--- src/rtl/sumador_arbitro_pkg.sv ---
// -----------------------------------------------------------------------------
// sumador_pkg
// Shared constants and types for the two-client front-end of the pipelined
// 4-bit adder. Contents:
//   - tag field positions inside idx / idx_dd_out
//   - operand and sequence-number widths
//   - default adder latency
//   - make_tag(): builds a valid issue tag from a client id and sequence number
// -----------------------------------------------------------------------------
package sumador_pkg;

  localparam int DATA_W      = 4;
  localparam int SEQ_W       = 2;

  // Tag layout: {valid, client id, seq[1:0]}
  localparam int IDX_VLD     = 3;
  localparam int IDX_ID      = 2;
  localparam int IDX_SEQ_HI  = 1;
  localparam int IDX_SEQ_LO  = 0;

  localparam int LAT_DEFAULT = 2;

  typedef logic [DATA_W-1:0]  data_t;
  typedef logic [SEQ_W-1:0]   seq_t;
  typedef logic [IDX_VLD:0]   tag_t;

  function automatic tag_t make_tag(input logic id, input seq_t seq);
    tag_t t;
    t                         = '0;
    t[IDX_VLD]                = 1'b1;
    t[IDX_ID]                 = id;
    t[IDX_SEQ_HI:IDX_SEQ_LO]  = seq;
    return t;
  endfunction

endpackage

--- src/rtl/sumador_arbitro_if.sv ---
// -----------------------------------------------------------------------------
// sumador_arbitro_if
// Bundles the client request/response handshakes and the adder-side port of
// the arbitration front-end.
//   Client side : reqN_valid/reqN_a/reqN_b in, reqN_ready out,
//                 rspN_valid/rspN_sum out (one-cycle pulse, no back-pressure)
//   Adder side  : dataA/dataB/idx out (registered), sum30_dd_out/idx_dd_out in
//   Status      : seq_error out (sticky tag mismatch)
// Modport slave is the arbiter itself; master is the environment (clients
// plus adder) that drives the arbiter's inputs.
// -----------------------------------------------------------------------------
interface sumador_arbitro_if;
  import sumador_pkg::*;

  logic  req0_valid;
  logic  req1_valid;
  data_t req0_a;
  data_t req0_b;
  data_t req1_a;
  data_t req1_b;
  logic  req0_ready;
  logic  req1_ready;

  logic  rsp0_valid;
  logic  rsp1_valid;
  data_t rsp0_sum;
  data_t rsp1_sum;

  data_t dataA;
  data_t dataB;
  tag_t  idx;
  data_t sum30_dd_out;
  tag_t  idx_dd_out;

  logic  seq_error;

  modport slave (
    input  req0_valid, req1_valid, req0_a, req0_b, req1_a, req1_b,
    input  sum30_dd_out, idx_dd_out,
    output req0_ready, req1_ready,
    output rsp0_valid, rsp1_valid, rsp0_sum, rsp1_sum,
    output dataA, dataB, idx,
    output seq_error
  );

  modport master (
    output req0_valid, req1_valid, req0_a, req0_b, req1_a, req1_b,
    output sum30_dd_out, idx_dd_out,
    input  req0_ready, req1_ready,
    input  rsp0_valid, rsp1_valid, rsp0_sum, rsp1_sum,
    input  dataA, dataB, idx,
    input  seq_error
  );

endinterface

--- src/rtl/sumador_arbitro_rr_arb2.sv ---
// -----------------------------------------------------------------------------
// rr_arb2
// Two-way round-robin grant, purely combinational.
//   req[1:0]    in   request per client
//   last_grant  in   client id granted on the most recent transfer
//   gnt[1:0]    out  one-hot grant (all zero when nobody requests)
// A lone requester always wins; on a tie the client that did not win last
// time is granted.
// -----------------------------------------------------------------------------
module rr_arb2 (
  input  logic [1:0] req,
  input  logic       last_grant,
  output logic [1:0] gnt
);

  always_comb begin
    gnt = 2'b00;
    case (req)
      2'b01:   gnt = 2'b01;
      2'b10:   gnt = 2'b10;
      2'b11:   gnt = last_grant ? 2'b01 : 2'b10;
      default: gnt = 2'b00;
    endcase
  end

endmodule

--- src/rtl/sumador_arbitro.sv ---
// -----------------------------------------------------------------------------
// sumador_arbitro
// Front-end that shares the pipelined 4-bit adder between two clients.
// Grants one operand pair per cycle (round robin), tags it with
// {valid, client, seq}, and steers each returning sum back to its issuer.
// Returned tags are checked against a per-client expected sequence number;
// any mismatch sets the sticky seq_error.
//   clk    in  rising-edge clock
//   reset  in  asynchronous active-high reset
//   bus    sumador_arbitro_if.slave (client handshakes + adder port)
// Parameter LAT: adder latency in clock edges (1..3).
// -----------------------------------------------------------------------------
module sumador_arbitro
  import sumador_pkg::*;
#(
  parameter int LAT = LAT_DEFAULT
) (
  input  logic              clk,
  input  logic              reset,
  sumador_arbitro_if.slave  bus
);

  // Drain counter is loaded with the adder latency so that results still in
  // flight from before reset are discarded rather than delivered.
  localparam logic [1:0] DRAIN_INIT = 2'(LAT);

  logic [1:0] gnt;
  logic [1:0] ready;
  logic       xfer;
  logic       sel;

  logic       last_grant_q, last_grant_d;
  seq_t       iss_seq_q [2];
  seq_t       iss_seq_d [2];
  data_t      dataA_q, dataA_d;
  data_t      dataB_q, dataB_d;
  tag_t       idx_q, idx_d;

  logic       ret_take;
  logic       ret_id;
  seq_t       ret_seq_q [2];
  seq_t       ret_seq_d [2];
  logic [1:0] rsp_vld_q, rsp_vld_d;
  data_t      rsp_sum_q [2];
  data_t      rsp_sum_d [2];
  logic       seq_err_q, seq_err_d;
  logic [1:0] drain_q, drain_d;

  rr_arb2 u_arb (
    .req        ({bus.req1_valid, bus.req0_valid}),
    .last_grant (last_grant_q),
    .gnt        (gnt)
  );

  // Grants are suppressed asynchronously while reset is held.
  assign ready = gnt & {2{~reset}};
  assign xfer  = |ready;
  assign sel   = ready[1];

  always_comb begin
    last_grant_d = last_grant_q;
    iss_seq_d    = iss_seq_q;
    dataA_d      = '0;
    dataB_d      = '0;
    idx_d        = '0;
    if (xfer) begin
      dataA_d        = sel ? bus.req1_a : bus.req0_a;
      dataB_d        = sel ? bus.req1_b : bus.req0_b;
      idx_d          = make_tag(sel, iss_seq_q[sel]);
      iss_seq_d[sel] = iss_seq_q[sel] + seq_t'(1);
      last_grant_d   = sel;
    end
  end

  assign ret_id   = bus.idx_dd_out[IDX_ID];
  assign ret_take = bus.idx_dd_out[IDX_VLD] && (drain_q == 2'd0);

  always_comb begin
    rsp_vld_d = 2'b00;
    rsp_sum_d = rsp_sum_q;
    ret_seq_d = ret_seq_q;
    seq_err_d = seq_err_q;
    if (ret_take) begin
      rsp_vld_d[ret_id] = 1'b1;
      rsp_sum_d[ret_id] = bus.sum30_dd_out;
      ret_seq_d[ret_id] = ret_seq_q[ret_id] + seq_t'(1);
      // A bad tag is still delivered; the flag only records that ordering
      // or tag integrity was lost somewhere in the adder path.
      if (bus.idx_dd_out[IDX_SEQ_HI:IDX_SEQ_LO] != ret_seq_q[ret_id]) begin
        seq_err_d = 1'b1;
      end
    end
  end

  assign drain_d = (drain_q == 2'd0) ? 2'd0 : drain_q - 2'd1;

  always_ff @(posedge clk or posedge reset) begin
    if (reset) begin
      last_grant_q <= 1'b1;
      iss_seq_q    <= '{default: '0};
      dataA_q      <= '0;
      dataB_q      <= '0;
      idx_q        <= '0;
      ret_seq_q    <= '{default: '0};
      rsp_vld_q    <= 2'b00;
      rsp_sum_q    <= '{default: '0};
      seq_err_q    <= 1'b0;
      drain_q      <= DRAIN_INIT;
    end else begin
      last_grant_q <= last_grant_d;
      iss_seq_q    <= iss_seq_d;
      dataA_q      <= dataA_d;
      dataB_q      <= dataB_d;
      idx_q        <= idx_d;
      ret_seq_q    <= ret_seq_d;
      rsp_vld_q    <= rsp_vld_d;
      rsp_sum_q    <= rsp_sum_d;
      seq_err_q    <= seq_err_d;
      drain_q      <= drain_d;
    end
  end

  assign bus.req0_ready = ready[0];
  assign bus.req1_ready = ready[1];
  assign bus.dataA      = dataA_q;
  assign bus.dataB      = dataB_q;
  assign bus.idx        = idx_q;
  assign bus.rsp0_valid = rsp_vld_q[0];
  assign bus.rsp1_valid = rsp_vld_q[1];
  assign bus.rsp0_sum   = rsp_sum_q[0];
  assign bus.rsp1_sum   = rsp_sum_q[1];
  assign bus.seq_error  = seq_err_q;

endmodule

--- src/flat_wrapper.sv ---
// flat-port wrapper written by rule: the top's interface ports become plain ports
module sumador_arbitro_flat import sumador_pkg::*;
#(
  parameter int LAT = LAT_DEFAULT
)
  (clk, reset, bus_req0_valid, bus_req1_valid, bus_req0_a, bus_req0_b, bus_req1_a, bus_req1_b, bus_sum30_dd_out, bus_idx_dd_out, bus_req0_ready, bus_req1_ready, bus_rsp0_valid, bus_rsp1_valid, bus_rsp0_sum, bus_rsp1_sum, bus_dataA, bus_dataB, bus_idx, bus_seq_error);
  sumador_arbitro_if bus_i ();
  input  logic clk;
  input  logic reset;
  input wire logic [$bits(bus_i.req0_valid)-1:0] bus_req0_valid;
  input wire logic [$bits(bus_i.req1_valid)-1:0] bus_req1_valid;
  input wire logic [$bits(bus_i.req0_a)-1:0] bus_req0_a;
  input wire logic [$bits(bus_i.req0_b)-1:0] bus_req0_b;
  input wire logic [$bits(bus_i.req1_a)-1:0] bus_req1_a;
  input wire logic [$bits(bus_i.req1_b)-1:0] bus_req1_b;
  input wire logic [$bits(bus_i.sum30_dd_out)-1:0] bus_sum30_dd_out;
  input wire logic [$bits(bus_i.idx_dd_out)-1:0] bus_idx_dd_out;
  output wire logic [$bits(bus_i.req0_ready)-1:0] bus_req0_ready;
  output wire logic [$bits(bus_i.req1_ready)-1:0] bus_req1_ready;
  output wire logic [$bits(bus_i.rsp0_valid)-1:0] bus_rsp0_valid;
  output wire logic [$bits(bus_i.rsp1_valid)-1:0] bus_rsp1_valid;
  output wire logic [$bits(bus_i.rsp0_sum)-1:0] bus_rsp0_sum;
  output wire logic [$bits(bus_i.rsp1_sum)-1:0] bus_rsp1_sum;
  output wire logic [$bits(bus_i.dataA)-1:0] bus_dataA;
  output wire logic [$bits(bus_i.dataB)-1:0] bus_dataB;
  output wire logic [$bits(bus_i.idx)-1:0] bus_idx;
  output wire logic [$bits(bus_i.seq_error)-1:0] bus_seq_error;
  assign bus_i.req0_valid = bus_req0_valid;
  assign bus_i.req1_valid = bus_req1_valid;
  assign bus_i.req0_a = bus_req0_a;
  assign bus_i.req0_b = bus_req0_b;
  assign bus_i.req1_a = bus_req1_a;
  assign bus_i.req1_b = bus_req1_b;
  assign bus_i.sum30_dd_out = bus_sum30_dd_out;
  assign bus_i.idx_dd_out = bus_idx_dd_out;
  assign bus_req0_ready = bus_i.req0_ready;
  assign bus_req1_ready = bus_i.req1_ready;
  assign bus_rsp0_valid = bus_i.rsp0_valid;
  assign bus_rsp1_valid = bus_i.rsp1_valid;
  assign bus_rsp0_sum = bus_i.rsp0_sum;
  assign bus_rsp1_sum = bus_i.rsp1_sum;
  assign bus_dataA = bus_i.dataA;
  assign bus_dataB = bus_i.dataB;
  assign bus_idx = bus_i.idx;
  assign bus_seq_error = bus_i.seq_error;
  sumador_arbitro #(.LAT(LAT)) u_core (.clk(clk), .reset(reset), .bus(bus_i));
endmodule
--- config.mk ---
export PLATFORM = sky130hd
export DESIGN_NAME = sumador_arbitro_flat
export DESIGN_NICKNAME = d
export VERILOG_FILES = /design/src/rtl/sumador_arbitro_pkg.sv /design/src/rtl/sumador_arbitro_if.sv /design/src/rtl/sumador_arbitro_rr_arb2.sv /design/src/rtl/sumador_arbitro.sv /design/src/flat_wrapper.sv
export SDC_FILE = /design/constraint.sdc
export NUM_CORES = 1
export LEC_CHECK = 0
export BUFFER_PORTS_ARGS = -buffer_cell sky130_fd_sc_hd__buf_4
export CAP_MARGIN = 0
export CORE_MARGIN = 1.5
export CORE_UTILIZATION = 45
export DETAILED_ROUTE_END_ITERATION = 7
export HOLD_SLACK_MARGIN = 0.15
export PLACE_DENSITY_LB_ADDON = 0.3
export SETUP_SLACK_MARGIN = 0.1
export SYNTH_ARGS = -nofsm -noshare
export SYNTH_HDL_FRONTEND = slang
export SYNTH_SLANG_ARGS = --single-unit
export TNS_END_PERCENT = 30
--- constraint.sdc ---
create_clock -name clk -period 2.4 [get_ports clk]
set_clock_uncertainty 0.2 [all_clocks]
set_input_delay 0.48 -clock clk [delete_from_list [all_inputs] [get_ports clk]]
set_output_delay 0.48 -clock clk [all_outputs]
set_load 0.05 [all_outputs]
* Word-level counts from Yosys, hierarchy flattened
Cells that the tools add are included.
Storage, ports and cells: flip-flop bits (word level) 34, input bits 28, output and inout bits 25, word-level logic and storage cells 63
Operators by class: add/sub/neg operators 3, $lt $le $gt $ge 6, equality and inequality tests 4, multiplexer cells 26, bitwise gates (word level) 4, reduce and logical (&&, ||, !) cells 7
Operators with widths (number):
- two-way mux 4 bit | 6
- two-way mux 2 bit | 11
- bitwise mux 4 bit | 2
- bitwise mux 8 bit | 1
- one-hot mux 2 bit (3 select lines) | 1
- adder 2 x 1 -> 2 bit, second input constant | 2
- demux 2 bit (select 1 bit) | 2
- demux 4 bit (select 1 bit) | 1
- == test 2 bit, second input constant | 2
- greater-or-equal comparator 2 bit, second input constant | 2
- logical AND 1 bit | 4
- less-than comparator 2 x 1 -> 1 bit, second input constant | 2
- inverter 1 -> 2 bit | 2
- bitwise AND 2 bit | 1
- == test 2 x 1 -> 1 bit, second input constant | 1
- zero test 2 bit | 1
- less-than comparator 1 x 2 -> 1 bit, second input constant | 1
- inequality test 2 bit | 1
- AND reduction 2 bit | 1
- OR reduction 2 bit | 1
- subtractor 2 x 1 -> 2 bit, second input constant | 1
- demux 1 bit (select 1 bit) | 1
- greater-or-equal comparator 1 bit, second input constant | 1
- two-way mux 1 bit | 1
- inverter 1 bit | 1

* Longest topological paths before layout
depth in word-level cells 9, mapped depth 5, depth with buffers taken out 4

* Cells and area by module
A second synthesis with hierarchy kept.
Unflattened totals: cell total of the unflattened synthesis 95, area total of the unflattened synthesis 1340.0 um^2
Modules (own cells, without submodules):
- sumador_arbitro | instances 1, cells each 92, area each 1321.3 um^2, sequential area each 853.3 um^2
- rr_arb2 | instances 1, cells each 3, area each 18.8 um^2, sequential area each 0.0 um^2

* Least setup slack after synthesis
OpenSTA, ideal clock, no wires.
path type input port to output port, start in reset, end out bus_req0_ready, data arrival time 1.810 ns, required time 1.720 ns, setup slack -0.090 ns, cell stages on the path 2, buffers on the path 0, cell sequence inv_1 o211a_1
On the way: word-level cells in the longest chain between the ends 2
RTL lines:
- from (decl) | line flat_wrapper.sv:9 | input logic reset;
- inverter 1 bit | line sumador_arbitro.sv:56 | assign ready = gnt & {2{~reset}};
- bitwise AND 2 bit | line sumador_arbitro.sv:56
- to (decl) | line flat_wrapper.sv:18 | output wire logic [$bits(bus_i.req0_ready)-1:0] bus_req0_ready;
No other way between the ends.

* Worst setup path in the final report
start reg u_core.last_grant_q, end out bus_req0_ready
On the way: word-level cells in the longest chain between the ends 3
RTL lines:
- from (decl) | line sumador_arbitro.sv:32 | logic last_grant_q, last_grant_d;
- from (signal assigned) | line sumador_arbitro.sv:110 | last_grant_q <= last_grant_d;
- two-way mux 2 bit | line sumador_arbitro_rr_arb2.sv:21 | 2'b11: gnt = last_grant ? 2'b01 : 2'b10;
- one-hot mux 2 bit (3 select lines) | line sumador_arbitro_rr_arb2.sv:18 | case (req)
- bitwise AND 2 bit | line sumador_arbitro.sv:56
No other way between the ends.

==> impl_metrics.ini <==
[worst_setup_path]
required_ns = 1.72
ff2ff_path_depth = 3
cp_max_fo = 4
reg2reg_from = u_core.drain_q[0]
path_cells = o211a_1 -> buf_4
critical_path_class = reg -> out
cpPeakStageDelay_ns = 0.59
crit_path_start_kind = flop
critical_path_arrival_ns = 1.35
endpoint_kind = output port
r2r_slack_ns = 0.77
rr_endpoint = u_core.bus.rsp1_sum[1]
critPathSlowestCell = dfstp_2

[placement]
place_congestion = 0.757
dp_cells = 182
dpl_cell_area_mm2 = 0.00180
port_buffers = 52
hpwl_mm = 1.94

[logic_synthesis]
synth-edff-count = 0
synth.net_count = 127
syn_area_mm2 = 0.00137
synth_ff_type = dfrtp_1
avgSynthCellArea_um2 = 13.8
synth-async-reset-ratio_pct = 100
yosys_warnings = 0
ys_ff_latch = 34
syn_inst = 99
ys_seq_area_share_pct = 62.4
yosysUniqueCellTypes = 25

[cells_and_area]
n_antenna_cell = 0
fin_cells = 192
final_cell_mix = buf_4, dfrtp_1, mux2i_1
final_common_cell = buf_4
fin_area_mm2 = 0.00189
area_growth_pct = 38.5
drive_above_1_share_pct = 47.2
fin_nets = 188

[sta]
hold_viol = 0
relSlewSlack_pct = 68.1
worstMarginPinSlew_ns = 0.477
setup_viol = 0
fin_crit_ns = 2.03
tns_ns = 0
slew_violations = 0
fmax_ghz = 0.494
rsz0062_at_grt = false
fin_crit_sh_pct = 84.4

[die]
rows = 19
die_h_um = 58.1
io-pin-count = 53
die_area_mm2 = 0.00338
die_x_um = 58.1
initial_core_util_pct = 48.3
core_mm2 = 0.00283

[min_path]
hold_start = bus_idx_dd_out[2]
hold_class = in -> reg
hold_path_end = u_core.rsp_vld_q[0]
holdPathStages = 2

[clock_network]
cts_root_buffer = clkbuf_4
insertion_delay_ns = 0.33
clkTransAtPathRegs_ns = 0.09
clockBufferDepth = 2
numCtsBuffers = 5
ctsHtreeMaxLevel = 2
cts_tree = done
cts-resized-gates = 0
cts_sinks = 34
post_cts_buffers = 0

[route]
via_count = 964
dr.pass1.iters = 6
via_per_inst = 5.02
drc = 2
antenna_left = 0
drt_iter0_drc = 8
wl_per_cell_um = 13.3
routed_wirelength_mm = 2.56

[global_route]
gr-usage-all-layers_pct = 17.7
overflow = 0
grt_max_degree = 29
grt_pass1_wl_mm = 4.32
grt_pass1_vias = 990
antenna_found_initial = 0

[power_and_ir_drop]
power_w = 0.00165
ir_worst_vdd_uv = 401
p_leak_nw = 0.941
p_per_area_mw_per_mm2 = 871

[outcome]
violations = design-rule violations
status = finished, violations left

[job]
maxCapViolations = 0
[layout make-up]
class                   instances  area (um^2)
clock buffers                   7         45.0
clock inverters                 1         30.0
fillers                       221          935
inverters                       3         15.0
multi-input cells              59          479
flip-flops and latches         34          853
well taps                      31         38.8
repair buffers                 57          433
[power by group]
group / leakage, nW / total (W) / internal (W) / switching [W]
sequential: 0.414 / 0.000774 / 0.000686 / 0.0000879
combinational: 0.488 / 0.000479 / 0.000198 / 0.000282
clock: 0.0395 / 0.000396 / 0.000221 / 0.000175
[synthesized netlist by cell type (all sizes together) (2+ instances only)]
cell type / instances / share of area [%]
mux2i: 12 / 8.8
inv: 3 / 0.82
xor2: 7 / 4.5
nor2: 11 / 3.0
a21oi: 2 / 0.73
buf: 2 / 1.5
mux2: 8 / 6.6
dfstp: 2 / 3.8
xnor2: 3 / 1.9
dfrtp: 32 / 59
nand2: 5 / 1.4
[cell families (layout without fill, tap and decap cells)]
group,after synthesis,in the layout,share of synthesized area (%)
multiplexers,20,20,15.4
flip-flops,34,34,62.4
buffers and inverters,6,68,2.56
AND/OR/NAND/NOR,21,21,7.96
XOR/XNOR,10,10,6.40
AO/OA/AOI/OAI,8,8,5.31
[through the flow]
stage | hold WS (ns) | setup WS (ns) | utilization, %
floorplan | 0.231 | 0.279 | -
global placement | 0.226 | 0.537 | 63.6
detailed placement | 0.235 | 0.502 | 63.6
CTS | 0.167 | 0.346 | 67.0
global route | 0.162 | 0.295 | 67.0
finish | 0.184 | 0.374 | 67.0
[how the worst max path moves through the flow]
stage | from | cells after the start | to
after floorplan | reset | 2 | bus_req0_ready
after global routing | u_core.last_grant_q | 2 | bus_req0_ready
after CTS | u_core.last_grant_q | 2 | bus_req0_ready
final | u_core.last_grant_q | 2 | bus_req0_ready
after detailed placement | reset | 4 | bus_req0_ready
after global placement | reset | 4 | bus_req0_ready
[sequential cells by signal, indices dropped and copies added (netlist names)]
name and count:
u_core.bus.dataA 4, u_core.bus.dataB 4, u_core.bus.idx 4, u_core.bus.rsp0_sum 4, u_core.bus.rsp1_sum 4, u_core.iss_seq_q 4, u_core.ret_seq_q 4, u_core.drain_q 2
u_core.rsp_vld_q 2, u_core.bus.seq_error 1, u_core.last_grant_q 1
[critical path: cells and delay by family (launching register included)]
family          cells  cell delay (ns)
buf+inv             1             0.21
flops               1             0.59
compound gates      1             0.22
[per-layer routing]
metal / GRT usage (%) / wire length [um]
met5: 0 / 0
met4: 7.97 / 48
met3: 7.59 / 191
met2: 29.5 / 1390
met1: 19.7 / 931
[timing repair]
action | CTS | global route
setup endpoints to repair | 0 | 0
endpoints found under the hold margin | 6 | 0
hold buffers | 2 | 0
(Power assumes the default switching activity.)
